==> src/rtl/acc_pkg.sv <==
// acc_pkg: shared types and defaults for the accelerator memory arbiter.
//   state_t     - arbiter FSM states
//   DEF_*       - default parameter values used by acc_mem_arbiter
//   CNT_W       - read-latency counter width (latency range 1..15)
//   idx_w()     - index width for a requester count (never below 1)
package acc_pkg;

  localparam int DEF_NUM_ACC        = 4;
  localparam int DEF_ADDR_W         = 16;
  localparam int DEF_RD_DATA_W      = 512;
  localparam int DEF_WR_DATA_W      = 32;
  localparam int DEF_MEM_RD_LATENCY = 1;
  localparam int CNT_W              = 4;

  typedef enum logic [1:0] {
    IDLE    = 2'd0,
    ISSUE   = 2'd1,
    WAIT_RD = 2'd2,
    DONE    = 2'd3
  } state_t;

  function automatic int idx_w(input int n);
    return (n > 1) ? $clog2(n) : 1;
  endfunction

endpackage

==> src/rtl/acc_rr_picker.sv <==
// acc_rr_picker: combinational round-robin selector.
//   req     - request vector, one bit per requester
//   ptr     - highest-priority requester this round
//   grant   - index of the first requesting slot at or after ptr (wraps)
//   any_req - at least one request bit set
module acc_rr_picker
  import acc_pkg::*;
#(
  parameter int NUM_ACC = DEF_NUM_ACC,
  parameter int IDX_W   = idx_w(NUM_ACC)
) (
  input  logic [NUM_ACC-1:0] req,
  input  logic [IDX_W-1:0]   ptr,
  output logic [IDX_W-1:0]   grant,
  output logic               any_req
);

  int               c;
  logic [IDX_W-1:0] ci;
  logic             found;

  // Walk the slots starting at ptr; the first request seen wins.
  always_comb begin
    grant = '0;
    found = 1'b0;
    c     = 0;
    ci    = '0;
    for (int i = 0; i < NUM_ACC; i++) begin
      c = int'(ptr) + i;
      if (c >= NUM_ACC) c = c - NUM_ACC;
      ci = IDX_W'(c);
      if (!found && req[ci]) begin
        found = 1'b1;
        grant = ci;
      end
    end
  end

  assign any_req = |req;

endmodule

==> src/rtl/acc_mem_arbiter.sv <==
// acc_mem_arbiter: shares one memory port among NUM_ACC accelerators.
// One transaction at a time: IDLE picks a requester round-robin, ISSUE drives
// the memory command for one cycle, WAIT_RD counts out the read latency and
// captures the line, DONE pulses the one-hot completion and advances rr_ptr.
// Ports:
//   clk, rst_n          - clock, synchronous active-low reset
//   cpu_busy            - CPU owns memory; blocks new grants (IDLE only)
//   acc_read_en/addr    - per-accelerator read request (level) and address
//   acc_write_en/addr/data - per-accelerator write request, address, data
//   acc_read_data       - captured read line, shared by all accelerators
//   acc_read_data_valid - one-hot read completion pulse
//   acc_write_done      - one-hot write completion pulse
//   mem_en/we/addr/wr_data - memory command, nonzero only in ISSUE
//   mem_rd_data         - memory read return, MEM_RD_LATENCY after mem_en
module acc_mem_arbiter
  import acc_pkg::*;
#(
  parameter int NUM_ACC        = DEF_NUM_ACC,
  parameter int ADDR_W         = DEF_ADDR_W,
  parameter int RD_DATA_W      = DEF_RD_DATA_W,
  parameter int WR_DATA_W      = DEF_WR_DATA_W,
  parameter int MEM_RD_LATENCY = DEF_MEM_RD_LATENCY  // 1..15
) (
  input  logic                          clk,
  input  logic                          rst_n,
  input  logic                          cpu_busy,
  input  logic [NUM_ACC-1:0]            acc_read_en,
  input  logic [NUM_ACC*ADDR_W-1:0]     acc_read_addr,
  input  logic [NUM_ACC-1:0]            acc_write_en,
  input  logic [NUM_ACC*ADDR_W-1:0]     acc_write_addr,
  input  logic [NUM_ACC*WR_DATA_W-1:0]  acc_write_data,
  output logic [RD_DATA_W-1:0]          acc_read_data,
  output logic [NUM_ACC-1:0]            acc_read_data_valid,
  output logic [NUM_ACC-1:0]            acc_write_done,
  output logic                          mem_en,
  output logic                          mem_we,
  output logic [ADDR_W-1:0]             mem_addr,
  output logic [WR_DATA_W-1:0]          mem_wr_data,
  input  logic [RD_DATA_W-1:0]          mem_rd_data
);

  localparam int IDX_W = idx_w(NUM_ACC);

  state_t                 state_q, state_d;
  logic [IDX_W-1:0]       idx_q, idx_d;
  logic [IDX_W-1:0]       rr_ptr_q, rr_ptr_d;
  logic                   op_we_q, op_we_d;
  logic [ADDR_W-1:0]      addr_q, addr_d;
  logic [WR_DATA_W-1:0]   wdata_q, wdata_d;
  logic [CNT_W-1:0]       cnt_q, cnt_d;
  logic [RD_DATA_W-1:0]   rd_data_q, rd_data_d;

  logic [NUM_ACC-1:0]     req_any;
  logic [IDX_W-1:0]       pick_idx;
  logic                   pick_any;

  // Unpacked views of the packed per-accelerator buses.
  logic [ADDR_W-1:0]      rd_addr_a [NUM_ACC];
  logic [ADDR_W-1:0]      wr_addr_a [NUM_ACC];
  logic [WR_DATA_W-1:0]   wr_data_a [NUM_ACC];

  for (genvar g = 0; g < NUM_ACC; g++) begin : g_unpack
    assign rd_addr_a[g] = acc_read_addr[g*ADDR_W +: ADDR_W];
    assign wr_addr_a[g] = acc_write_addr[g*ADDR_W +: ADDR_W];
    assign wr_data_a[g] = acc_write_data[g*WR_DATA_W +: WR_DATA_W];
  end

  assign req_any = acc_read_en | acc_write_en;

  acc_rr_picker #(
    .NUM_ACC (NUM_ACC),
    .IDX_W   (IDX_W)
  ) u_picker (
    .req     (req_any),
    .ptr     (rr_ptr_q),
    .grant   (pick_idx),
    .any_req (pick_any)
  );

  always_ff @(posedge clk) begin
    if (!rst_n) begin
      state_q   <= IDLE;
      idx_q     <= '0;
      rr_ptr_q  <= '0;
      op_we_q   <= 1'b0;
      addr_q    <= '0;
      wdata_q   <= '0;
      cnt_q     <= '0;
      rd_data_q <= '0;
    end else begin
      state_q   <= state_d;
      idx_q     <= idx_d;
      rr_ptr_q  <= rr_ptr_d;
      op_we_q   <= op_we_d;
      addr_q    <= addr_d;
      wdata_q   <= wdata_d;
      cnt_q     <= cnt_d;
      rd_data_q <= rd_data_d;
    end
  end

  always_comb begin
    state_d             = state_q;
    idx_d               = idx_q;
    rr_ptr_d            = rr_ptr_q;
    op_we_d             = op_we_q;
    addr_d              = addr_q;
    wdata_d             = wdata_q;
    cnt_d               = cnt_q;
    rd_data_d           = rd_data_q;
    mem_en              = 1'b0;
    mem_we              = 1'b0;
    mem_addr            = '0;
    mem_wr_data         = '0;
    acc_read_data_valid = '0;
    acc_write_done      = '0;

    unique case (state_q)
      IDLE: begin
        if (!cpu_busy && pick_any) begin
          // Write wins when the picked accelerator asserts both.
          idx_d   = pick_idx;
          op_we_d = acc_write_en[pick_idx];
          addr_d  = acc_write_en[pick_idx] ? wr_addr_a[pick_idx] : rd_addr_a[pick_idx];
          wdata_d = acc_write_en[pick_idx] ? wr_data_a[pick_idx] : '0;
          state_d = ISSUE;
        end
      end
      ISSUE: begin
        mem_en      = 1'b1;
        mem_we      = op_we_q;
        mem_addr    = addr_q;
        mem_wr_data = wdata_q;
        if (op_we_q) begin
          state_d = DONE;
        end else begin
          cnt_d   = CNT_W'(MEM_RD_LATENCY);
          state_d = WAIT_RD;
        end
      end
      WAIT_RD: begin
        cnt_d = cnt_q - CNT_W'(1);
        // <= 1 rather than == 1 so a bad latency of 0 cannot hang here.
        if (cnt_q <= CNT_W'(1)) begin
          rd_data_d = mem_rd_data;
          state_d   = DONE;
        end
      end
      DONE: begin
        if (op_we_q) acc_write_done[idx_q]      = 1'b1;
        else         acc_read_data_valid[idx_q] = 1'b1;
        rr_ptr_d = (idx_q == IDX_W'(NUM_ACC - 1)) ? '0 : idx_q + IDX_W'(1);
        state_d  = IDLE;
      end
      default: state_d = IDLE;
    endcase
  end

  assign acc_read_data = rd_data_q;

endmodule
==> config.mk <==
export PLATFORM = sky130hd
export DESIGN_NAME = acc_mem_arbiter
export DESIGN_NICKNAME = d
export VERILOG_FILES = /design/src/rtl/acc_pkg.sv /design/src/rtl/acc_rr_picker.sv /design/src/rtl/acc_mem_arbiter.sv
export SDC_FILE = /design/constraint.sdc
export NUM_CORES = 1
export LEC_CHECK = 0
export BUFFER_PORTS_ARGS = -buffer_cell sky130_fd_sc_hd__buf_2
export CAP_MARGIN = 20
export CORE_AREA = 4 4 518 520
export DETAILED_ROUTE_END_ITERATION = 7
export DIE_AREA = 0 0 522 524
export REMOVE_ABC_BUFFERS = 1
export SYNTH_ARGS = -nofsm -noshare
export SYNTH_HDL_FRONTEND = slang
export SYNTH_SLANG_ARGS = --single-unit
==> constraint.sdc <==
create_clock -name clk -period 3.4 [get_ports clk]
set_input_delay 0.34 -clock clk [delete_from_list [all_inputs] [get_ports clk]]
set_output_delay 0.34 -clock clk [all_outputs]
set_load 0.005 [all_outputs]
---- Word-level counts from Yosys, hierarchy flattened ----
Index checks and enable logic that the tools add are counted.
operators by class
  $add $sub $neg .......................... 9
  order comparisons ....................... 13
  equality and inequality tests ........... 7
  multiplexer cells ....................... 49
  bitwise gates (word level) .............. 2
  reductions and logical operators ........ 16
operator list
  operator               count
  $mux W32               4
  $mux W16               6
  $bmux W16 S2           2
  $bmux W32 S2           1
  $mux W2                11
  $mux W4                5
  $lt A2 B3 Y1 const B   6
  $ge A3 B3 Y1 const B   4
  $mux W1                12
  $bmux W1 S2            5
  $pmux W2 S4            1
  $pmux W4 S2            1
  $reduce_and A2 Y1      4
  $sub A2 B1 Y2 const B  4
  $add A2 B2 Y3 const B  2
  $eq A2 B2 Y1 const B   3
  $ne A2 B2 Y1 const B   3
  $logic_and A1 B1 Y1    5
  $le A4 B1 Y1 const B   1
  $logic_not A1 Y1       4
  $or A4 B4 Y4           1
  $reduce_or A4 Y1       1
  $sub A4 B1 Y4 const B  1
  $add A2 B1 Y3 const B  1
  8 further kinds        8
word-level totals
  register bits ........................... 571
  bits of input ports ..................... 779
  output and inout bits ................... 570
  logic and storage cells ................. 104

---- Logic depth before layout (Yosys ltp) ----
  depth after elaboration ................. 19
  gate-level depth with buffers ........... 10
  mapped depth without buffers ............ 7

---- Hierarchy ----
Synthesis repeated with hierarchy kept, for this count alone.
unflattened totals
  cells, all modules ...................... 2727
  area total of the unflattened synthesis .. 22117.5 um2
modules (own cells, without submodules)
  module           instances  cells each  area each (um2)  sequential area each (um2)
  acc_mem_arbiter  1          2712        22039.9          11431.0
  acc_rr_picker    1          15          77.6             0.0

---- Worst setup path before layout ----
No wires, ideal clock.
  path type ............................... register -> register
  start ................................... register state_q[0]
  end ..................................... register rd_data_q[383] (netlist: acc_read_data[383])
  library setup time ...................... 0.076 ns
  arrival time ............................ 2.123 ns
  required time ........................... 3.324 ns
  setup slack ............................. 1.201 ns
  cell stages (with the launch flop) ...... 9
  buffers on the path ..................... 2
  period minus slack after synthesis ...... 2.199 ns
  path through ............................ dfxtp_1 inv_1 ha_1 inv_1 nor4_1 clkbuf_1 clkbuf_1 nand2_1 a21boi_0
on the way
  cells in the longest elaborated chain, start to end .. 2
ends and longest elaborated chain
  element                             RTL line                RTL
  from (decl)                         acc_mem_arbiter.sv:44   state_t state_q, state_d;
  from (signal assigned)              acc_mem_arbiter.sv:91   state_q <= state_d;
  $eq A2 B2 Y1                        acc_mem_arbiter.sv:118  unique case (state_q)
  $reduce_and A2 Y1 (no source line)  --
  to (signal assigned)                acc_mem_arbiter.sv:98   rd_data_q <= rd_data_d;
  to (decl)                           acc_mem_arbiter.sv:51   logic [RD_DATA_W-1:0] rd_data_q, rd_data_d;
Every way passes these cells.
A chain may end at the register's enable or synchronous reset.

---- Final worst setup path ----
  start ................................... register rr_ptr_q[1]
  end ..................................... register addr_q[4]
on the way
  cells in the longest elaborated chain, start to end .. 19
  elaborated cells on any way between the ends .. 46
  classes of those cells .................. 7 x add/sub; 4 x order compare; 28 x mux; 1 x bitwise; 6 x reduce/logical
ends and longest elaborated chain
  element                                                                 RTL line                RTL
  from (decl)                                                             acc_mem_arbiter.sv:46   logic [IDX_W-1:0] rr_ptr_q, rr_ptr_d;
  from (signal assigned)                                                  acc_mem_arbiter.sv:93   rr_ptr_q <= rr_ptr_d;
  parallel branches: the longest is 13 deep, another holds $add A2 B1 Y3  --
  $mux W2 *                                                               acc_rr_picker.sv:32     if (!found && req[ci]) begin
  $not A2 Y3 (implied by the code)                                        acc_mem_arbiter.sv:124  addr_d = acc_write_en[pick_idx] ? wr_addr_a[pick_idx] : rd_addr_a[pick_idx];
  $bmux W16 S2                                                            acc_mem_arbiter.sv:124
  $mux W16 (implied by the code) (2 in a row)                             acc_mem_arbiter.sv:124
  $mux W16 *                                                              acc_mem_arbiter.sv:124
  to (signal assigned)                                                    acc_mem_arbiter.sv:95   addr_q <= addr_d;
  to (decl)                                                               acc_mem_arbiter.sv:48   logic [ADDR_W-1:0] addr_q, addr_d;
Every way passes the cells marked *. The select of a mux whose other input is x is not followed.

==> qor.csv <==
stage,metric,value,unit
cts,clk sinks,571,
finish,fraction of layout cells with a size suffix above 1,32.92,%
critical_path,"Data arrival, critical path",3.77,ns
cts,cts bufs inserted,82,
yosys,"area leader, netlist",dfxtp_1,
sta,Worst slew margin,35.71,%
sta,fin crit period,3.117,ns
critical_path,Worst Setup Path Type,flop to flop,
sta,worst-margin pin slew,0.9643,ns
die,FP Rows,189,
sta,Final Hold Fails,0,
critical_path,Worst path depth,9,
worst_hold_path,hold depth,2,
critical_path,R2R depth,9,
pwr,Pwr Total,26.55,mW
pwr,worst vdd ir,0.4189,mV
route,initial DRC count,1315,
global_routing,largest net degree at the start of global routing,122,
finish,Synth-to-Final Area Change,84.90,%
yosys,synthesized area,23600,um2
yosys,share of the synthesized area in the top cell type,48.44,%
run_status,status,"finished, final reports clean",
route,routed length per instance,22.85,um
cts,"Reg clk slew, reported paths",0.06,ns
sta,RSZ-0062 raised after global routing,false,
yosys,Unique masters post-synth,45,
finish,FF/Latch Area,11430,um2
route,drt first pass iters,6,
cts,CTS tree,built,
yosys,ys async rst share,0,%
cts,H-tree depth,3,
route,Vias/cell,3.299,
placed_design,IO buf count,1348,
critical_path,cell mode on critical path,dlygate4sd3_1,
finish,"non-filler cells, final",8404,
yosys,ranking of synthesized cells by area,"dfxtp_1 48%, nand2_1 17%, a21boi_0 13%",
yosys,ys flop type,dfxtp_1,
cts,root buffer cell,clkbuf_16,
global_routing,initial antenna violation count,232,
sta,setup TNS,0,ns
finish,Finished Cell Area,43630,um2
worst_hold_path,hold crit path type,input port to flop,
yosys,sequential cell area fraction in the yosys report,48.44,%
die,Horiz. Die Dim,522,um
route,final WL,192.0,mm
route,routed via count,27728,
critical_path,CP Capture Type,flop,
critical_path,CP max stage cell,dlygate4sd3_1,
sta,Max Clk Rate,0.3209,GHz
yosys,Mapped Avg Cell Area,8.294,um2
finish,Final nets,5504,
yosys,most instantiated library cell after synthesis,nand2_1,
critical_path,CP top delay family,buffers and inverters,
critical_path,"Buf+Inv Stages, Crit Path",4,
job,Max-Cap Viols,0,
placed_design,GP Congestion,0.9758,
yosys,"flops & latches, synth",571,
pwr,power per standard cell area,608.5,nW/um2
yosys,Post-synth EDFFs,0,
critical_path,Critical Path Max Stage Delay,0.58,ns
die,Ports,1349,
global_routing,gr ovfl total,0,
die,Starting Density,8.934,%
finish,Fill cells,30033,
critical_path,Critical Path Fanout Max,97,
global_routing,number of global-route vias before repair,26683,
critical_path,Crit path required time,4.05,ns
yosys,Synth warnings,0,
yosys,Synth Instances,2845,
global_routing,first-pass GRT wire length,243.0,mm
route,residual DRC count,0,
cts,Clock Latency Late Sink,0.80,ns
die,CORE AREA,264100,um2
die,Die Area,273500,um2
die,chip height,524,um
sta,# setup viols final,0,
global_routing,total track usage,13.22,%
cts,CTS Buffer Depth,4,
yosys,"top cells by count, synth","1,066 x nand2_1, 571 x dfxtp_1, 406 x a21boi_0",
route,Post-DRT Antenna Nets,0,
finish,fin util,16.52,%
critical_path,critical-path cell list,"inv_1, a222oi_1, nand3_4, buf_12, mux2i_1, dlygate4sd3_1, o22ai_1, dlygate4sd3_1, nor2_1",
critical_path,CP Launch Type,flop,
placed_design,DP Cell Count,7550,
placed_design,Placement Cell Area,34470,um2
placed_design,DP HPWL,160.6,mm
pwr,leakage,18.56,nW
finish,area of the multi-input gates,11190,um2
sta,Tcrit/Tclk final,91.67,%
sta,Post-Route Skew,0.08226,ns
sta,final slew viol count,0,
-- layer usage --
layer  wire length, um  GRT usage [%]  vias up
met5               769              0        -
li1                  -              -    13170
met3             20390          5.727      483
met1             70270          14.03    12544
met2             88800          22.06     1399
met4             11810          7.235      132
-- flip-flops by register name (all words and copies together), names as in the netlist --
name	cells
wdata_q	32
rr_ptr_q	2
idx_q	2
acc_read_data	512
cnt_q	4
addr_q	16
state_q	2
op_we_q	1
-- worst paths after layout --
kind	from	end	slack, ns
setup / recovery	rr_ptr_q[1]$_SDFFE_PN0P_	addr_q[4]$_SDFFE_PN0P_	0.28
hold / removal	rst_n	acc_read_data[88]$_SDFFE_PN0P_	0.05
setup reg to reg	rr_ptr_q[1]$_SDFFE_PN0P_	addr_q[4]$_SDFFE_PN0P_	0.28
hold reg to reg	acc_read_data[267]$_SDFFE_PN0P_	acc_read_data[267]$_SDFFE_PN0P_	0.45
-- what timing repair did --
item                                   4_1_cts  5_1_grt
setup endpoints to repair                    0        1
setup buffers                                0        0
hold buffers                               613        0
resized for setup                            0        2
endpoints found under the hold margin      558        0
-- cells by family after synthesis --
| kind of cell | count (synthesis) | share of synthesized area [%] |
|---|---|---|
| buffers and inverters | 260 | 4.332 |
| AO/OA/AOI/OAI | 667 | 20.84 |
| adder cells (fa/ha/maj) | 11 | 0.5832 |
| AND/OR/NAND/NOR | 1205 | 20.07 |
| flip-flops | 571 | 48.44 |
| multiplexers | 131 | 5.732 |
-- stage by stage --
| stage | setup slack (ns) | hold slack [ns] |
|---|---|---|
| detailed placement | 0.5713 | 0.4401 |
| finish | 0.2833 | 0.05316 |
| CTS | 0.1670 | 0.0005469 |
| global placement | 0.6688 | 0.4382 |
| global route | 0.1440 | 0.06014 |
| floorplan | -32.90 | 0.4166 |
-- layout by cell type (no fill, tap or decap), types with 2 or more instances in the layout --
cell type / instances
buf_2: 1347
nand2_1: 1065
dlygate4sd3_1: 613
dfxtp_1: 571
a21boi_0: 406
a21boi_1: 107
diode_2: 102
mux2i_1: 98
clkbuf_16: 82
and2_1: 56
nor2_1: 56
o21ai_0: 54
inv_1: 43
a21oi_1: 35
o31ai_2: 27
buf_4: 24
mux2_2: 18
buf_12: 17
o22ai_1: 16
mux2_1: 15
clkbuf_1: 14
clkbuf_8: 13
ha_1: 11
bufinv_16: 10
inv_6: 8
nor2b_1: 7
o31ai_1: 5
clkinv_2: 5
and3_1: 4
clkinvlp_4: 4
nor3_1: 3
or2_1: 2
a31oi_1: 2
o21ba_1: 2
a2111oi_2: 2
a22oi_1: 2
clkinv_4: 2
-- area by class of cell --
cell class,count,area share [%]
Antenna cell,102,0.5850
Clock buffer,109,5.233
Clock inverter,30,1.084
Inverter,43,0.3699
Multi-Input combinational cell,2014,25.66
Sequential cell,571,26.20
Tap cell,3533,10.13
Timing Repair Buffer,2002,30.74
-- where the power goes --
group | internal, mW | switching, mW
sequential | 8.10 | 0.718
combinational | 3.20 | 5.44
clock | 5.48 | 3.60
total | 16.8 | 9.77
No activity file was read; power rests on OpenSTA's default activity.
